**src/rtl/usb_pck_pkg.sv**
```systemverilog
// usb_pck_coder shared types: FSM states, CRC8-ATM constants and the
// byte-wise CRC update used by the CRC register.
package usb_pck_pkg;

   typedef enum logic [3:0] {
      S_IDLE, S_CTRL, S_PHH, S_PHL, S_ADDR,
      S_NUMH, S_NUML, S_CRCH, S_DATA, S_CRCD
   } state_t;

   localparam logic [7:0] CRC8_ATM_POLY = 8'h07;
   localparam int         HDR_BYTES     = 6;

   function automatic logic [7:0] usb_crc8_atm_next(
      input logic [7:0] crc,
      input logic [7:0] b
   );
      logic [7:0] c;
      c = crc ^ b;
      for (int i = 0; i < 8; i++)
         c = c[7] ? ((c << 1) ^ CRC8_ATM_POLY) : (c << 1);
      return c;
   endfunction

endpackage

```
**src/rtl/usb_pck_coder_if.sv**
```systemverilog
// Request, payload and output streams of usb_pck_coder.
// master = packet source/sink side, slave = the coder.
interface usb_pck_coder_if
   import usb_pck_pkg::*;
#(
   parameter int LEN_W = 16
) ();

   logic             req_valid;
   logic             req_ready;
   logic [7:0]       req_ctrl;
   logic [15:0]      req_ph;
   logic [7:0]       req_addr;
   logic [LEN_W-1:0] req_num;
   logic [7:0]       d;
   logic             d_valid;
   logic             d_ready;
   logic [7:0]       q;
   logic             q_valid;
   logic             q_ready;
   logic             busy;
   logic             pck_sent;
   logic             err_len;

   modport master (
      output req_valid, req_ctrl, req_ph, req_addr, req_num,
      output d, d_valid, q_ready,
      input  req_ready, d_ready, q, q_valid,
      input  busy, pck_sent, err_len
   );

   modport slave (
      input  req_valid, req_ctrl, req_ph, req_addr, req_num,
      input  d, d_valid, q_ready,
      output req_ready, d_ready, q, q_valid,
      output busy, pck_sent, err_len
   );

endinterface

```
**src/rtl/usb_crc8_atm.sv**
```systemverilog
// Byte-wide CRC8-ATM register; load has priority over en.
module usb_crc8_atm
   import usb_pck_pkg::*;
(
   input  logic       clk,
   input  logic       n_rst,
   input  logic       load,
   input  logic [7:0] init,
   input  logic       en,
   input  logic [7:0] d,
   output logic [7:0] crc
);

   logic [7:0] r_crc;

   always_ff @(posedge clk) begin
      if (!n_rst)
         r_crc <= 8'h00;
      else if (load)
         r_crc <= init;
      else if (en)
         r_crc <= usb_crc8_atm_next(r_crc, d);
   end

   assign crc = r_crc;

endmodule

```
**src/rtl/usb_pck_coder.sv**
```systemverilog
// USB packet framer: header, header CRC8-ATM, payload, payload CRC8-ATM.
// Define USB_PCK_CODER_ZLP_EN to accept zero-length payloads.
module usb_pck_coder
   import usb_pck_pkg::*;
#(
   parameter int         LEN_W    = 16,
   parameter int         MAX_LEN  = 1024,
   parameter logic [7:0] CRC_INIT = 8'h00
) (
   input  logic           clk,
   input  logic           n_rst,
   usb_pck_coder_if.slave bus
);

   state_t           r_state;
   state_t           w_next;
   logic [7:0]       r_ctrl;
   logic [15:0]      r_ph;
   logic [7:0]       r_addr;
   logic [LEN_W-1:0] r_num;
   logic [LEN_W-1:0] r_cnt;
   logic             r_pck_sent;
   logic             r_err_len;

   logic [7:0]  w_hdr [HDR_BYTES];
   logic [2:0]  w_hidx;
   logic [15:0] w_num16;
   logic        w_bad_len;
   logic        w_zero_bad;
   logic        w_accept;
   logic        w_req_ready;
   logic [7:0]  w_q;
   logic        w_q_valid;
   logic        w_d_ready;
   logic        w_crc_load;
   logic        w_crc_en;
   logic [7:0]  w_crc_d;
   logic [7:0]  w_crc;
   logic        w_dec;
   logic        w_pck_set;
   logic        w_err_set;

   assign w_num16  = 16'(r_num);
   assign w_hdr[0] = r_ctrl;
   assign w_hdr[1] = r_ph[15:8];
   assign w_hdr[2] = r_ph[7:0];
   assign w_hdr[3] = r_addr;
   assign w_hdr[4] = w_num16[15:8];
   assign w_hdr[5] = w_num16[7:0];
   assign w_hidx   = 3'(r_state - S_CTRL);

`ifdef USB_PCK_CODER_ZLP_EN
   assign w_zero_bad = 1'b0;
`else
   assign w_zero_bad = (bus.req_num == '0);
`endif

   assign w_bad_len = (32'(bus.req_num) > 32'(MAX_LEN)) | w_zero_bad;

   // Reset forces every output to its idle value, whatever the state.
   always_comb begin
      w_next      = r_state;
      w_req_ready = 1'b0;
      w_accept    = 1'b0;
      w_q         = 8'h00;
      w_q_valid   = 1'b0;
      w_d_ready   = 1'b0;
      w_crc_load  = 1'b0;
      w_crc_en    = 1'b0;
      w_crc_d     = 8'h00;
      w_dec       = 1'b0;
      w_pck_set   = 1'b0;
      w_err_set   = 1'b0;
      if (n_rst) begin
         unique case (r_state)
            S_IDLE: begin
               w_req_ready = 1'b1;
               if (bus.req_valid) begin
                  w_accept   = 1'b1;
                  w_crc_load = 1'b1;
                  if (w_bad_len)
                     w_err_set = 1'b1;
                  else
                     w_next = S_CTRL;
               end
            end
            S_CTRL, S_PHH, S_PHL,
            S_ADDR, S_NUMH, S_NUML: begin
               w_q       = w_hdr[w_hidx];
               w_q_valid = 1'b1;
               w_crc_d   = w_q;
               w_crc_en  = bus.q_ready;
               if (bus.q_ready)
                  w_next = state_t'(r_state + 4'd1);
            end
            S_CRCH: begin
               w_q       = w_crc;
               w_q_valid = 1'b1;
               if (bus.q_ready) begin
                  w_crc_load = 1'b1;
                  w_next     = S_DATA;
`ifdef USB_PCK_CODER_ZLP_EN
                  if (r_cnt == '0) begin
                     w_next    = S_IDLE;
                     w_pck_set = 1'b1;
                  end
`endif
               end
            end
            S_DATA: begin
               w_q       = bus.d;
               w_q_valid = bus.d_valid;
               w_d_ready = bus.q_ready;
               if (bus.d_valid && bus.q_ready) begin
                  w_crc_d  = bus.d;
                  w_crc_en = 1'b1;
                  w_dec    = 1'b1;
                  if (r_cnt == LEN_W'(1))
                     w_next = S_CRCD;
               end
            end
            S_CRCD: begin
               w_q       = w_crc;
               w_q_valid = 1'b1;
               if (bus.q_ready) begin
                  w_next    = S_IDLE;
                  w_pck_set = 1'b1;
               end
            end
            default: w_next = S_IDLE;
         endcase
      end
   end

   always_ff @(posedge clk) begin
      if (!n_rst) begin
         r_state    <= S_IDLE;
         r_ctrl     <= 8'h00;
         r_ph       <= 16'h0000;
         r_addr     <= 8'h00;
         r_num      <= '0;
         r_cnt      <= '0;
         r_pck_sent <= 1'b0;
         r_err_len  <= 1'b0;
      end else begin
         r_state    <= w_next;
         r_pck_sent <= w_pck_set;
         r_err_len  <= w_err_set;
         if (w_accept) begin
            r_ctrl <= bus.req_ctrl;
            r_ph   <= bus.req_ph;
            r_addr <= bus.req_addr;
            r_num  <= bus.req_num;
            r_cnt  <= bus.req_num;
         end else if (w_dec) begin
            r_cnt  <= r_cnt - LEN_W'(1);
         end
      end
   end

   usb_crc8_atm u_crc (
      .clk   (clk),
      .n_rst (n_rst),
      .load  (w_crc_load),
      .init  (CRC_INIT),
      .en    (w_crc_en),
      .d     (w_crc_d),
      .crc   (w_crc)
   );

   assign bus.req_ready = w_req_ready;
   assign bus.q         = w_q;
   assign bus.q_valid   = w_q_valid;
   assign bus.d_ready   = w_d_ready;
   assign bus.busy      = n_rst & (r_state != S_IDLE);
   assign bus.pck_sent  = r_pck_sent;
   assign bus.err_len   = r_err_len;

endmodule

```
**src/flat_wrapper.sv**
```systemverilog
// flat-port wrapper written by rule: the top's interface ports become plain ports
module usb_pck_coder_flat import usb_pck_pkg::*;
#(
   parameter int         LEN_W    = 16,
   parameter int         MAX_LEN  = 1024,
   parameter logic [7:0] CRC_INIT = 8'h00
)
  (clk, n_rst, bus_req_valid, bus_req_ctrl, bus_req_ph, bus_req_addr, bus_req_num, bus_d, bus_d_valid, bus_q_ready, bus_req_ready, bus_d_ready, bus_q, bus_q_valid, bus_busy, bus_pck_sent, bus_err_len);
  usb_pck_coder_if #(.LEN_W(LEN_W)) bus_i ();
  input  logic clk;
  input  logic n_rst;
  input wire logic [$bits(bus_i.req_valid)-1:0] bus_req_valid;
  input wire logic [$bits(bus_i.req_ctrl)-1:0] bus_req_ctrl;
  input wire logic [$bits(bus_i.req_ph)-1:0] bus_req_ph;
  input wire logic [$bits(bus_i.req_addr)-1:0] bus_req_addr;
  input wire logic [$bits(bus_i.req_num)-1:0] bus_req_num;
  input wire logic [$bits(bus_i.d)-1:0] bus_d;
  input wire logic [$bits(bus_i.d_valid)-1:0] bus_d_valid;
  input wire logic [$bits(bus_i.q_ready)-1:0] bus_q_ready;
  output wire logic [$bits(bus_i.req_ready)-1:0] bus_req_ready;
  output wire logic [$bits(bus_i.d_ready)-1:0] bus_d_ready;
  output wire logic [$bits(bus_i.q)-1:0] bus_q;
  output wire logic [$bits(bus_i.q_valid)-1:0] bus_q_valid;
  output wire logic [$bits(bus_i.busy)-1:0] bus_busy;
  output wire logic [$bits(bus_i.pck_sent)-1:0] bus_pck_sent;
  output wire logic [$bits(bus_i.err_len)-1:0] bus_err_len;
  assign bus_i.req_valid = bus_req_valid;
  assign bus_i.req_ctrl = bus_req_ctrl;
  assign bus_i.req_ph = bus_req_ph;
  assign bus_i.req_addr = bus_req_addr;
  assign bus_i.req_num = bus_req_num;
  assign bus_i.d = bus_d;
  assign bus_i.d_valid = bus_d_valid;
  assign bus_i.q_ready = bus_q_ready;
  assign bus_req_ready = bus_i.req_ready;
  assign bus_d_ready = bus_i.d_ready;
  assign bus_q = bus_i.q;
  assign bus_q_valid = bus_i.q_valid;
  assign bus_busy = bus_i.busy;
  assign bus_pck_sent = bus_i.pck_sent;
  assign bus_err_len = bus_i.err_len;
  usb_pck_coder #(.LEN_W(LEN_W), .MAX_LEN(MAX_LEN), .CRC_INIT(CRC_INIT)) u_core (.clk(clk), .n_rst(n_rst), .bus(bus_i));
endmodule
```
**config.mk**
```make
export PLATFORM = sky130hd
export DESIGN_NAME = usb_pck_coder_flat
export DESIGN_NICKNAME = d
export VERILOG_FILES = /design/src/rtl/usb_pck_pkg.sv /design/src/rtl/usb_pck_coder_if.sv /design/src/rtl/usb_crc8_atm.sv /design/src/rtl/usb_pck_coder.sv /design/src/flat_wrapper.sv
export SDC_FILE = /design/constraint.sdc
export NUM_CORES = 1
export LEC_CHECK = 0
export CAP_MARGIN = 20
export CORE_MARGIN = 8
export CORE_UTILIZATION = 55
export DETAILED_ROUTE_END_ITERATION = 12
export HOLD_SLACK_MARGIN = 0.15
export PLACE_DENSITY = 0.83
export SETUP_SLACK_MARGIN = 0.02
export SLEW_MARGIN = 0
export SYNTH_ARGS = -nofsm -noshare
export SYNTH_HDL_FRONTEND = slang
export SYNTH_SLANG_ARGS = --single-unit
```
**constraint.sdc**
```tcl
create_clock -name clk -period 7.1 [get_ports clk]
set_clock_uncertainty 0.2 [all_clocks]
set_input_delay 1.775 -clock clk [delete_from_list [all_inputs] [get_ports clk]]
set_output_delay 1.775 -clock clk [all_outputs]
set_load 0.02 [all_outputs]
```
==> impl_metrics.toml <==
[synthesis]
syn_area_um2 = 4120
yosys.area.top_type = "dfxtp_1"
synth.net_count = 501
yosysUniqueCellTypes = 57
async_flop_share = 0
synthCells = 434
synth_top_area_frac = 0.379
yosys_most_used_dff = "dfxtp_1"
avgSynthCellArea_um2 = 9.48
synth.area.top_cells = "dfxtp_1 38%, a22o_1 10%, mux4_2 4.4%"
synth_edf_count = 0
synth_warnings = 0
ys_seq_area_frac = 0.379
ys_ff_latch = 78

[setup_path]
crit_fanout = 22
startpoint = "n_rst"
critPathArrivalTime_ps = 3920
cp_common_cell = "clkdlybuf4s50_1"
cp.required_ps = 5120
critPathCaptureType = "primary output"
crit_type = "primary input to primary output"
critPathLaunchType = "primary input"
cp_top_family = "buffers and inverters"
cp_slowest_cell = "clkdlybuf4s50_1"
crit_chain = "clkdlybuf4s50_1 > inv_1 > nor3_1 > clkdlybuf4s50_1"
r2r_start = "u_core.r_state[0]"
cp.buffers_inverters = 3
slowest_delay_ps = 680

[layout]
nets = 558
final_common_cell = "dfxtp_1"
synthToLayoutAreaGrowth_pct = 22.5
final_area_um2 = 5040
drive_gt1_frac = 0.0907
regArea_um2 = 1560
num-fill-cells = 588
antenna_cells = 0
utilization = 0.695
layout_common_cells = "78 x dfxtp_1, 74 x clkdlybuf4s50_1, 49 x a22o_1"
multi_input_area_um2 = 2390

[routing]
dr.pass1.iters = 5
drt_iter0_drc = 207
antenna_left = 0
drc = 0
wl_mm = 11.1
wl_per_cell_um = 18.7
vias_per_cell = 6.29
num_vias = 3740

[sta]
slew_viol_final = 0
tightest_slew_ps = 1060
slew_headroom = 0.293
fmax_ghz = 0.170
final.setup.tns_ps = 0
hold_viol_final = 0
rsz0062_at_grt = "no"
finalCritPeriodShare = 0.830
worst_hold_slack_ps = 255
post-route-min-period_ps = 5900
setup_viol = 0

[clocking]
cts_resized = 0
post-cts-setup-buffer-count = 0
clock_sinks = 78
clk_latency_ps = 350
htreeDepth = 3
cts_buffers = 9
tritoncts = "yes"
clkTransAtPathRegs_ps = 80
cts_root_buf = "clkbuf_8"
clockBufferDepth = 2
hold_buffers = 0

[die]
ioPinCount = 75
die_h_um = 103
start_util = 0.568
dieWidth_um = 103
core_area_um2 = 7250
fp-row-count = 31
dieArea_um2 = 10500

[placement]
dpl_cell_area_um2 = 4870
place_congestion = 0.876
post-dp-hpwl_mm = 8.23
numPortBuffers = 74

[global_routing]
grt_pass1_wl_mm = 18.1
grt_pass1_vias = 3625
grt_max_degree = 58
grt-ovfl-total = 0
grt_usage = 0.218
antenna_found_initial = 0

[worst_hold_path]
worstHoldStart = "u_core.r_num[9]"
hold_class = "register to register"

[flow_run]
maxCapViolations = 0

[power_and_ir_drop]
leakagePower_nw = 1.82
irDropWorstVdd_mv = 0.109
p_total_w = 0.00107
pwr_density_cell_nw_per_um2 = 212

[status]
status = "finished clean"
[worst paths after layout]
kind                         endpoint  slack, ps  cells past startpoint
setup / recovery        bus_req_ready       1200                      4
hold / removal        u_core.r_num[9]        250                      2
setup reg to reg  u_core.u_crc.crc[2]       2980                     11
hold reg to reg       u_core.r_num[9]        250                      2
[registers in the layout, summed over array words and instances, names as in the netlist]
| name | cells |
|---|---|
| u_core.bus.err_len | 1 |
| u_core.bus.pck_sent | 1 |
| u_core.r_addr | 8 |
| u_core.r_cnt | 16 |
| u_core.r_ctrl | 8 |
| u_core.r_num | 16 |
| u_core.r_ph | 16 |
| u_core.r_state | 4 |
| u_core.u_crc.crc | 8 |
[stage by stage]
step	cells	setup WS [ps]
4_1_cts	595	1230
6_report	595	1200
5_1_grt	595	1040
3_5_place_dp	579	1230
2_1_floorplan	434	2450
3_3_place_gp	579	1300
[final cells by class]
class | instances | area share
Inverter | 8 | 0.00596
Clock buffer | 11 | 0.0280
Clock inverter | 5 | 0.00695
Multi-Input combinational cell | 317 | 0.473
Timing Repair Buffer | 77 | 0.151
Tap cell | 99 | 0.0246
Sequential cell | 78 | 0.310
[routing by layer]
layer  wire [µm]  up-vias  part of all wire  GRT usage
li1            -     1750                 -          -
met1        4930     1808              0.44      0.288
met2        5170      164              0.46      0.344
met3         846       18             0.076     0.0412
met4         178        0             0.016     0.0813
met5           0        -                 0          0
[kinds of logic after synthesis]
| kind of cell | Yosys count | share of synthesized area |
|---|---|---|
| compound gates | 141 | 0.262 |
| xor+xnor | 25 | 0.0763 |
| fa+ha+maj | 6 | 0.0182 |
| buf+inv | 39 | 0.0438 |
| flops | 78 | 0.379 |
| mux | 21 | 0.0769 |
| simple gates | 124 | 0.143 |
[Yosys cell counts (5+ instances only)]
| cell type | n |
|---|---|
| nor2_1 | 42 |
| nand2_1 | 23 |
| or3_1 | 5 |
| xor2_1 | 8 |
| a221oi_1 | 8 |
| nor3_1 | 15 |
| inv_1 | 8 |
| mux2i_1 | 8 |
| o21ai_0 | 11 |
| nor4_1 | 5 |
| mux2_2 | 5 |
| dfxtp_1 | 78 |
| a22o_1 | 49 |
| mux4_2 | 8 |
| a22oi_1 | 5 |
| xnor3_1 | 5 |
| ha_1 | 6 |
| clkbuf_1 | 22 |
| nand3_1 | 15 |
| xnor2_1 | 10 |
| a21oi_1 | 31 |
[worst register-to-register path, cell delays in order, from the launching register on]
cell	delay, ps
dfxtp_1	330
buf_4	270
inv_1	220
ha_1	810
mux4_2	590
nor2_1	160
o32ai_1	120
xnor2_1	440
nor3_1	120
a21oi_2	180
xnor3_1	420
o31ai_1	200
[power breakdown]
group	internal [W]	total (W)	switching, W
logic	0.000121	0.000270	0.000149
registers	0.000475	0.000500	0.0000247
clock network	0.000137	0.000302	0.000165
Power figures use the tool's default switching activity.
